File: src/rtl/apb_req_master.sv
// APB3 initiator bridging a req/gnt/rvalid core bus onto SETUP/ACCESS transfers.
// One transfer in flight; ACCESS wait states are bounded by a timeout counter.
//
// state     | meaning
// ST_IDLE   | waiting for req_i; gnt_o follows req_i
// ST_SETUP  | PSEL=1, PENABLE=0 for one cycle
// ST_ACCESS | PSEL=1, PENABLE=1 until PREADY or timeout
// ST_RESP   | rvalid_o pulse with rdata_o/err_o
module apb_req_master #(
  parameter int APB_ADDR_WIDTH = 12,
  parameter int TIMEOUT_CYCLES = 255
) (
  input  logic                      clk_i,
  input  logic                      HRESETn,
  input  logic                      req_i,
  input  logic                      we_i,
  input  logic [APB_ADDR_WIDTH-1:0] addr_i,
  input  logic [31:0]               wdata_i,
  output logic                      gnt_o,
  output logic                      rvalid_o,
  output logic [31:0]               rdata_o,
  output logic                      err_o,
  output logic [APB_ADDR_WIDTH-1:0] PADDR,
  output logic [31:0]               PWDATA,
  output logic                      PWRITE,
  output logic                      PSEL,
  output logic                      PENABLE,
  input  logic [31:0]               PRDATA,
  input  logic                      PREADY,
  input  logic                      PSLVERR
);

  localparam logic [1:0] ST_IDLE   = 2'd0;
  localparam logic [1:0] ST_SETUP  = 2'd1;
  localparam logic [1:0] ST_ACCESS = 2'd2;
  localparam logic [1:0] ST_RESP   = 2'd3;

  // A zero-width counter is illegal, so the no-timeout build keeps one bit.
  localparam int              CNT_W   = (TIMEOUT_CYCLES > 0) ? $clog2(TIMEOUT_CYCLES + 1) : 1;
  localparam logic [CNT_W-1:0] CNT_ONE = CNT_W'(1);
  localparam logic [CNT_W-1:0] CNT_LIM = CNT_W'(TIMEOUT_CYCLES);
  localparam bit              TO_EN   = (TIMEOUT_CYCLES != 0);

  logic [1:0]       state_q;
  logic [1:0]       state_d;
  logic [CNT_W-1:0] cnt_q;
  logic [CNT_W-1:0] cnt_inc;
  logic             timeout_hit;

  // Saturating increment; the limit test uses the incremented value so the
  // abort happens on the TIMEOUT_CYCLES-th ACCESS cycle itself.
  assign cnt_inc     = (&cnt_q) ? cnt_q : cnt_q + CNT_ONE;
  assign timeout_hit = TO_EN && (cnt_inc == CNT_LIM);

  always_comb begin
    state_d = state_q;
    case (state_q)
      ST_IDLE:   if (req_i) state_d = ST_SETUP;
      ST_SETUP:  state_d = ST_ACCESS;
      ST_ACCESS: if (PREADY || timeout_hit) state_d = ST_RESP;
      ST_RESP:   state_d = ST_IDLE;
      default:   state_d = ST_IDLE;
    endcase
  end

  assign gnt_o    = HRESETn && (state_q == ST_IDLE) && req_i;
  assign PSEL     = (state_q == ST_SETUP) || (state_q == ST_ACCESS);
  assign PENABLE  = (state_q == ST_ACCESS);
  assign rvalid_o = (state_q == ST_RESP);

  always_ff @(posedge clk_i or negedge HRESETn) begin
    if (!HRESETn) begin
      state_q <= ST_IDLE;
    end else begin
      state_q <= state_d;
    end
  end

  always_ff @(posedge clk_i or negedge HRESETn) begin
    if (!HRESETn) begin
      PADDR  <= '0;
      PWDATA <= '0;
      PWRITE <= 1'b0;
    end else if ((state_q == ST_IDLE) && req_i) begin
      PADDR  <= addr_i;
      PWRITE <= we_i;
      PWDATA <= we_i ? wdata_i : 32'h0;
    end
  end

  always_ff @(posedge clk_i or negedge HRESETn) begin
    if (!HRESETn) begin
      cnt_q <= '0;
    end else if (state_q == ST_SETUP) begin
      cnt_q <= '0;
    end else if ((state_q == ST_ACCESS) && !PREADY) begin
      cnt_q <= cnt_inc;
    end
  end

  // PREADY takes priority over a coincident timeout.
  always_ff @(posedge clk_i or negedge HRESETn) begin
    if (!HRESETn) begin
      rdata_o <= 32'h0;
      err_o   <= 1'b0;
    end else begin
      case (state_q)
        ST_ACCESS: begin
          if (PREADY) begin
            rdata_o <= PWRITE ? 32'h0 : PRDATA;
            err_o   <= PSLVERR;
          end else if (timeout_hit) begin
            rdata_o <= 32'h0;
            err_o   <= 1'b1;
          end
        end
        default: err_o <= 1'b0;
      endcase
    end
  end

endmodule

File: config.mk
export PLATFORM = sky130hd
export DESIGN_NAME = apb_req_master
export DESIGN_NICKNAME = d
export VERILOG_FILES = /design/src/rtl/apb_req_master.sv
export SDC_FILE = /design/constraint.sdc
export NUM_CORES = 1
export LEC_CHECK = 0
export CAP_MARGIN = 20
export CORE_MARGIN = 2
export CORE_UTILIZATION = 39
export CTS_CLUSTER_SIZE = 14
export DETAILED_ROUTE_END_ITERATION = 16
export GPL_ROUTABILITY_DRIVEN = 0
export PLACE_DENSITY = 0.8
export SYNTH_ARGS = -nofsm -noshare
export SYNTH_HDL_FRONTEND = slang
export SYNTH_SLANG_ARGS = --single-unit
File: constraint.sdc
create_clock -name clk_i -period 2 [get_ports clk_i]
set_input_delay 0.2 -clock clk_i [delete_from_list [all_inputs] [get_ports clk_i]]
set_output_delay 0.2 -clock clk_i [all_outputs]
set_load 0.1 [all_outputs]
==> results.ini, run 1 <==
[setup_path]
crit_path_max_incr_delay_ps = 420
r2r_end = rdata_o[4]
crit_chain = ha_4 > or3b_4 > o22ai_4 > a31oi_4 > buf_12 > a221o_1
worstPathArrival_ps = 2190
cp-end-kind = flop
path_delay_family = compound AO/OA/AOI/OAI gates
r2r_slack_ps = 40
rr_startpoint = cnt_q[1]
crit_path_top_delay_cell = dfrtp_1
cp-start-kind = flop
crit_buf_inv = 1
r2r.worst_path.cells = 6
cp_data_required_time_ps = 2220
crit_fanout = 32
critPathKind = reg -> reg

[floorplan]
num_rows = 36
core_um2 = 9770
die_height_um = 104
dieWidth_um = 104
die_area_um2 = 10900
ios = 164
start_util_pct = 40.3

[route]
dr.pass1.iters = 4
detail-route-antenna-nets = 0
vias = 3345
drt-total-wl_mm = 10.0
vias_per_cell = 5.01
wl_per_cell_um = 15.1
drc = 0
drt_iter0_markers = 174

[timing]
tightest_slew_ps = 516
final-hold-violation-count = 0
setup_violations = 0
whs_ps = 397
skew_ps = 11.0
clock.fmax_mhz = 509
fin_crit_sh_pct = 98.1
layout_min_cycle_time_ps = 1960
drv_slew = 0
rsz0062_at_grt = true
max_slew_margin_pct = 65.2

[clock_network]
clock-sinks = 88
clk_pin_slew_ps = 90
root_buffer = clkbuf_8
cts_tree = yes
cts_buffers = 9
worst_skew_pair.late_latency_ps = 350
clockBufferDepth = 2
h-tree-depth = 3

[layout]
final_area_um2 = 5830
num_antenna_cells = 0
final_layout_size_suffix_gt1_share_pct = 27.0
layout.nets = 617
syn_to_final_growth_pct = 48.2
final_common_cell = buf_4
instances_no_fill = 667
mostFrequentLayoutCells = buf_4, dfrtp_1, clkdlybuf4s50_1, nand2_1, nor2b_1

[synthesis]
synth_ff_type = dfrtp_1
seq_area_frac_synth_pct = 56.0
synth_area_leaders = dfrtp_1, a221o_1, nand2_1
syn-num-nets = 450
synth.avg_cell_area_um2 = 10.9
syn_inst = 362
ys_types = 42
syn_area_um2 = 3940
ys_warn_count = 0
synth-seq-cells = 88
async_flop_share_pct = 100
synth_top_area_cell = dfrtp_1
synth_top_area_share_pct = 56.0
synth_edf_count = 0

[place]
place_area_um2 = 5600
port_buffers = 163
dp_cells = 648
dp_hpwl_mm = 7.17

[grt]
grt_pass1_wl_mm = 16.5
grt_use_met2_pct = 31.0
use_met3_pct = 4.14
overflow = 0
grt_max_degree = 89
met1_usage_pct = 23.7
grt_pass1_vias = 3317
busiest_layer = met2
track_usage_pct = 18.4
antenna_found_initial = 0

[run]
maxCapViolations = 0

[worst_hold_path]
whs_path_depth = 3
hold_start = wdata_i[10]
hp-class = in -> reg
worstHoldEndpoint = PWDATA[10]

[status]
status = complete, no violations

worst reg2reg max path, stage by stage, from the launching register on:
cell and delay, ps:
dfrtp_1 420, ha_4 280, or3b_4 380, o22ai_4 150
a31oi_4 120, buf_12 190, a221o_1 320
cells in the mapped netlist (2+ instances only):
master and count:
clkbuf_1 17, and4_1 3, nand3_1 5, inv_1 3
buf_1 3, and3_1 2, nor2_1 7, ha_1 6
dfrtp_1 88, xor2_1 3, nor3_1 4, mux2i_1 2
a221o_1 32, buf_6 3, buf_4 4, o21ai_0 34
nand2b_1 2, nand2_1 68, mux2_2 13, a21oi_1 3
a31oi_1 3, nand4_1 3, nor2b_1 35
sequential cells by signal, summed over array words and instances, names as in the netlist:
name / count
PWRITE: 1
PADDR: 12
PWDATA: 32
rdata_o: 32
state_q: 2
err_o: 1
cnt_q: 8
worst max-delay path by stage:
| stage | to | slack (ps) | from | depth (start not counted) |
|---|---|---|---|---|
| 2_1_floorplan | rdata_o[10] | 10 | cnt_q[1] | 7 |
| 3_3_place_gp | rdata_o[19] | 50 | cnt_q[0] | 7 |
| 3_5_place_dp | rdata_o[5] | -4 | cnt_q[0] | 7 |
| 4_1_cts | rdata_o[5] | -0.4 | cnt_q[0] | 7 |
| 5_1_grt | state_q[1] | -30 | cnt_q[0] | 7 |
| 6_report | rdata_o[4] | 40 | cnt_q[1] | 6 |
kinds of logic after synthesis:
family	share of synthesized area, %
flops	56.0
mux	4.58
buf+inv	3.82
simple gates	16.9
xor+xnor	0.890
fa+ha+maj	1.91
compound gates	16.0
area by class of cell:
type	count	area, um2
fillers	788	3940
flip-flops and latches	88	2200
repair buffers	183	1650
multi-input cells	244	1630
well taps	133	166
clock buffers	10	128
clock inverters	6	46.3
inverters	3	11.3
routing by layer:
metal / wire [um] / vias to the layer above
met5: 0 / -
met4: 166 / 0
met3: 610 / 19
met2: 5030 / 124
met1: 4240 / 1588
li1: - / 1614
timing repair:
action	4_1_cts	5_1_grt
hold buffers	1	0
buffers inserted	1	1
endpoints found under the hold margin	88	0
pin swaps	0	1
resized for setup	0	8
setup endpoints to repair	19	32
gates cloned	0	0
stage by stage:
| stage | TNS [ps] | utilization, % | worst slack (ps) |
|---|---|---|---|
| after floorplan | 0 | - | 10.0 |
| after global placement | 0 | 57.3 | 53.6 |
| after detailed placement | -4.31 | 57.3 | -3.76 |
| after CTS | -0.416 | 59.3 | -0.416 |
| after global routing | -239 | 59.7 | -27.5 |
| final | 0 | 59.7 | 37.2 |
Power of run 1 is not shown: default switching activity piles up to over one toggle a cycle in this logic, so the estimate is an artifact.
==> run 2, diff against run 1 <==
--- a/config.mk
+++ b/config.mk
@@ -10,3 +10,3 @@
 export CORE_UTILIZATION = 39
-export CTS_CLUSTER_SIZE = 14
+export CTS_CLUSTER_DIAMETER = 80
 export DETAILED_ROUTE_END_ITERATION = 16
--- a/constraint.sdc
+++ b/constraint.sdc
@@ -3,2 +3,2 @@
 set_output_delay 0.2 -clock clk_i [all_outputs]
-set_load 0.1 [all_outputs]
+set_load 0.02 [all_outputs]
==> run 2 against run 1 <==
Via count increased by 1.4%. Flip-flop and latch count unchanged. Utilization increased by 2.3 points. Largest cell class unchanged. Highest routed layer unchanged.
==> results.ini, run 2 (synthesis gave the netlist of run 1 again) <==
[setup_path]
crit_chain = ha_4 > or3b_4 > o22ai_4 > a31oi_4 > buf_12 > a221o_1
crit_path_top_delay_cell = dfrtp_1
cp-end-kind = flop
path_delay_family = compound AO/OA/AOI/OAI gates
cp-start-kind = flop
cp_data_required_time_ps = 2230
timing.critical_path.from = cnt_q[0]
r2r.worst_path.cells = 6
critPathKind = reg -> reg
crit_path_max_incr_delay_ps = 420
crit_fanout = 16
crit_buf_inv = 1
worstPathArrival_ps = 2210
r2r_end = rdata_o[3]
r2r_slack_ps = 10
rr_startpoint = cnt_q[0]

[floorplan]
dieWidth_um = 104
ios = 164
die_area_um2 = 10900
core_um2 = 9770
start_util_pct = 40.3
die_height_um = 104
num_rows = 36

[timing]
rsz0062_at_grt = true
setup_violations = 0
final-hold-violation-count = 0
clock.fmax_mhz = 503
drv_slew = 0
fin_crit_sh_pct = 99.4
max_slew_margin_pct = 68.7
fin_tns_setup_ps = 0
skew_ps = 11.7
layout_min_cycle_time_ps = 1990
tightest_slew_ps = 469

[clock_network]
clock-sinks = 88
clk_pin_slew_ps = 90
cts_tree = yes
h-tree-depth = 3
clockBufferDepth = 2
cts_buffers = 9
root_buffer = clkbuf_8
worst_skew_pair.late_latency_ps = 350

[layout]
final_layout_size_suffix_gt1_share_pct = 12.5
final_common_cell = clkdlybuf4s50_1
postLayoutCoreUtil_pct = 62.0
syn_to_final_growth_pct = 54.0
largestRegisters = PWDATA x32, rdata_o x32, PADDR x12
num_antenna_cells = 0
mostFrequentLayoutCells = clkdlybuf4s50_1, dfrtp_1, nand2_1, nor2b_1, o21ai_0
layout.nets = 618

[place]
port_buffers = 163
dp_hpwl_mm = 7.30

[pwr]
p_leak_nw = 2.51
comb_power_share_pct = 52.1
p_sw_mw = 3.40
swShare_pct = 38.9
power_frac_clock_pct = 13.3
power.density_nw_per_um2 = 1440
p_seq_share_pct = 34.6
power.total_mw = 8.74
ir_drop_v = 0.000883
p_int_mw = 5.34

[grt]
grt_pass1_wl_mm = 16.5
antenna_found_initial = 0
track_usage_pct = 18.6
grt_pass1_vias = 3344
grt_max_degree = 89
overflow = 0

[route]
drt-total-wl_mm = 10.4
dr.pass1.iters = 4
vias = 3392
drc = 0
vias_per_cell = 5.08
detail-route-antenna-nets = 0
drt_iter0_markers = 109
wl_per_cell_um = 15.6

[status]
status = complete, no violations

[worst_hold_path]
worstHoldEndpoint = PWDATA[20]
hp-class = in -> reg
whs_path_depth = 3
hold_start = wdata_i[20]

[run]
maxCapViolations = 0

run 2: cell count changes in the layout (fill, tap and decap cells not counted), sizes merged:
cell,previous run,this run
clkinv,4,2
buf,102,20
clkdlybuf4s50,80,159
clkinvlp,2,1
dlygate4sd2,0,3
clkbuf,10,11
inv,3,6
run 2: per-layer routing:
layer	wire [um]	vias to the layer above	GRT usage, %
met1	4520	1626	23.9
met3	668	15	4.70
li1	-	1615	-
met2	5070	136	31.0
met4	153	0	5.60
met5	0	-	0
run 2: area by class of cell:
class,instances,area [um2]
Sequential cell,88,2200
Tap cell,133,166
Clock inverter,6,50.0
Timing Repair Buffer,184,1850
Fill cell,817,3710
Clock buffer,10,138
Inverter,3,11.3
Multi-Input combinational cell,244,1640
run 2: how the worst max path moves through the flow:
stage / to / depth (start not counted)
2_1_floorplan: rdata_o[1] / 7
3_3_place_gp: rdata_o[7] / 7
3_5_place_dp: rdata_o[30] / 7
4_1_cts: rdata_o[3] / 6
5_1_grt: rdata_o[3] / 6
6_report: rdata_o[3] / 6
run 2: worst min-delay path, stage by stage:
cell             delay [ps]
clkdlybuf4s50_1         390
nand2_1                  60
o21ai_0                  60
run 2: timing repair:
action,in CTS,in global routing
hold buffers,0,1
pin swaps,1,3
hold endpoints to repair,0,34
resized for setup,4,14
buffers inserted,1,0
endpoints found under the setup margin,35,36
cloned,0,2
run 2: stage by stage:
stage | cell area [um2] | std cells | hold WS (ps) | worst slack [ps]
after CTS | 5930 | 664 | 187 | 0.514
after global placement | 5740 | 647 | 460 | 38.8
final | 6060 | 668 | 404 | 12.8
after detailed placement | 5740 | 647 | 469 | -61.9
after global routing | 6060 | 668 | 404 | -30.7
after floorplan | 3940 | 362 | -95.6 | 10.8
run 2: power by group through the flow:
stage / combinational, mW / sequential, mW / clock (mW)
4_1_cts: 4.55 / 3.03 / 1.20
6_report: 4.55 / 3.03 / 1.16
3_5_place_dp: 4.56 / 3.05 / 0
2_1_floorplan: 1.52 / 3.88 / 0
5_1_grt: 4.87 / 3.13 / 1.27
3_3_place_gp: 4.43 / 3.02 / 0
Power figures use the tool's default switching activity.
==> run 3, diff against run 2 <==
Settings changed: CORE_UTILIZATION 39 to 40, DONT_BUFFER_PORTS set to 1, PLACE_DENSITY 0.8 to 0.59.
==> run 3 against run 2 <==
The flow now finishes with violations (hold timing). Count of clock-buffer cells in the layout shrank 1. Critical path depth rose by 2. Combinational power shrank 55%. Register-to-register slack better by 40 ps. Flip-flop and latch count unchanged. Largest cell class unchanged.
==> results.ini, run 3 (synthesis gave the netlist of run 1 again) <==
[pwr]
power.total_mw = 7.25
p_leak_nw = 2.20
power.density_nw_per_um2 = 1400
ir_drop_v = 0.000660

[clock_network]
clockBufferDepth = 2
clk_pin_slew_ps = 100
root_buffer = clkbuf_8
cts_buffers = 9
worst_skew_pair.late_latency_ps = 360
h-tree-depth = 3
cts_tree = yes
clock-sinks = 88

[setup_path]
crit_path_top_delay_cell = dfrtp_1
cp-end-kind = flop
timing.critical_path.from = cnt_q[0]
crit_chain = ha_4 > nand4_1 > buf_4 > o22ai_1 > o22ai_4 > a31oi_4 > buf_12 > a221o_1
cp_data_required_time_ps = 2290
r2r_slack_ps = 50
worstPathArrival_ps = 2230
rr_startpoint = cnt_q[0]
crit_fanout = 32
path_delay_family = compound AO/OA/AOI/OAI gates
crit_buf_inv = 2
critPathKind = reg -> reg
crit_path_max_incr_delay_ps = 400
cp-start-kind = flop

[floorplan]
ios = 164
num_rows = 36
die_height_um = 103
core_um2 = 9640
dieWidth_um = 103
die_area_um2 = 10600
start_util_pct = 40.8

[layout]
final_area_um2 = 5170
num_antenna_cells = 0
syn_to_final_growth_pct = 31.5
final_common_cell = dfrtp_1
postLayoutCoreUtil_pct = 53.7
final_layout_size_suffix_gt1_share_pct = 14.9
mostFrequentLayoutCells = dfrtp_1, dlygate4sd3_1, nand2_1, nor2b_1, o21ai_0
instances_no_fill = 584
layout.nets = 534
largestRegisters = PWDATA x32, rdata_o x32, PADDR x12

[timing]
max_slew_margin_pct = 77.9
rsz0062_at_grt = true
setup_violations = 0
worst_slack_ps = 52.4
tightest_slew_ps = 332
skew_ps = 18.8
whs_ps = -483
fin_crit_sh_pct = 97.4
drv_slew = 0
clock.fmax_mhz = 513
final-hold-violation-count = 88
fin_tns_setup_ps = 0
layout_min_cycle_time_ps = 1950

[run]
maxCapViolations = 0

[route]
drt_iter0_markers = 151
drt-total-wl_mm = 10.0
detail-route-antenna-nets = 0
drc = 0
dr.pass1.iters = 4
vias_per_cell = 5.33
wl_per_cell_um = 17.1
vias = 3110

[place]
dp_hpwl_mm = 6.23
pre_cts_ws_ps = -10.6
dp_cells = 487
port_buffers = 0
place_area_um2 = 4130

[status]
status = finished, violations left
violations = hold timing

[grt]
grt_pass1_vias = 2901
antenna_found_initial = 0
overflow = 0
grt_max_degree = 90
grt_pass1_wl_mm = 14.6
track_usage_pct = 17.8

[worst_hold_path]
hp-class = in -> async

-- run 3: worst paths after layout --
| kind | endpoint | depth (start not counted) |
|---|---|---|
| min | rdata_o[20] | 0 |
| min in group clk_i | rdata_o[26] | 1 |
| max | rdata_o[10] | 8 |
| max in group asynchronous | rdata_o[28] | 0 |
| min reg2reg | cnt_q[6] | 1 |
| max reg2reg | rdata_o[10] | 8 |
-- run 3: what timing repair did --
item	CTS	global route
hold endpoints to repair	162	90
endpoints found under the setup margin	20	34
pin swaps	1	2
cloned	0	0
resized for setup	2	9
hold buffers	73	3
buffers inserted	1	3
-- run 3: cell type report --
class                      instances  area (um2)
clock buffer                       9         124
tap                              133         166
multi-input combinational        244        1630
clock inverter                     7        53.8
fill                             851        4460
sequential                        88        2200
timing repair buffer             100         986
inverter                           3        11.3
-- run 3: metal layers --
layer / part of all wire (%) / up-vias / wire length, um / global-route usage, %
met2: 50 / 116 / 5050 / 29.3
met1: 41 / 1535 / 4090 / 22.2
met5: 0 / - / 0 / 0
li1: - / 1447 / - / -
met3: 7.4 / 12 / 737 / 6.59
met4: 1.2 / 0 / 121 / 4.66
-- run 3: power breakdown --
part | internal [mW] | switching, mW
clock network | 0.468 | 0.674
logic | 1.06 | 0.991
registers | 2.53 | 1.53
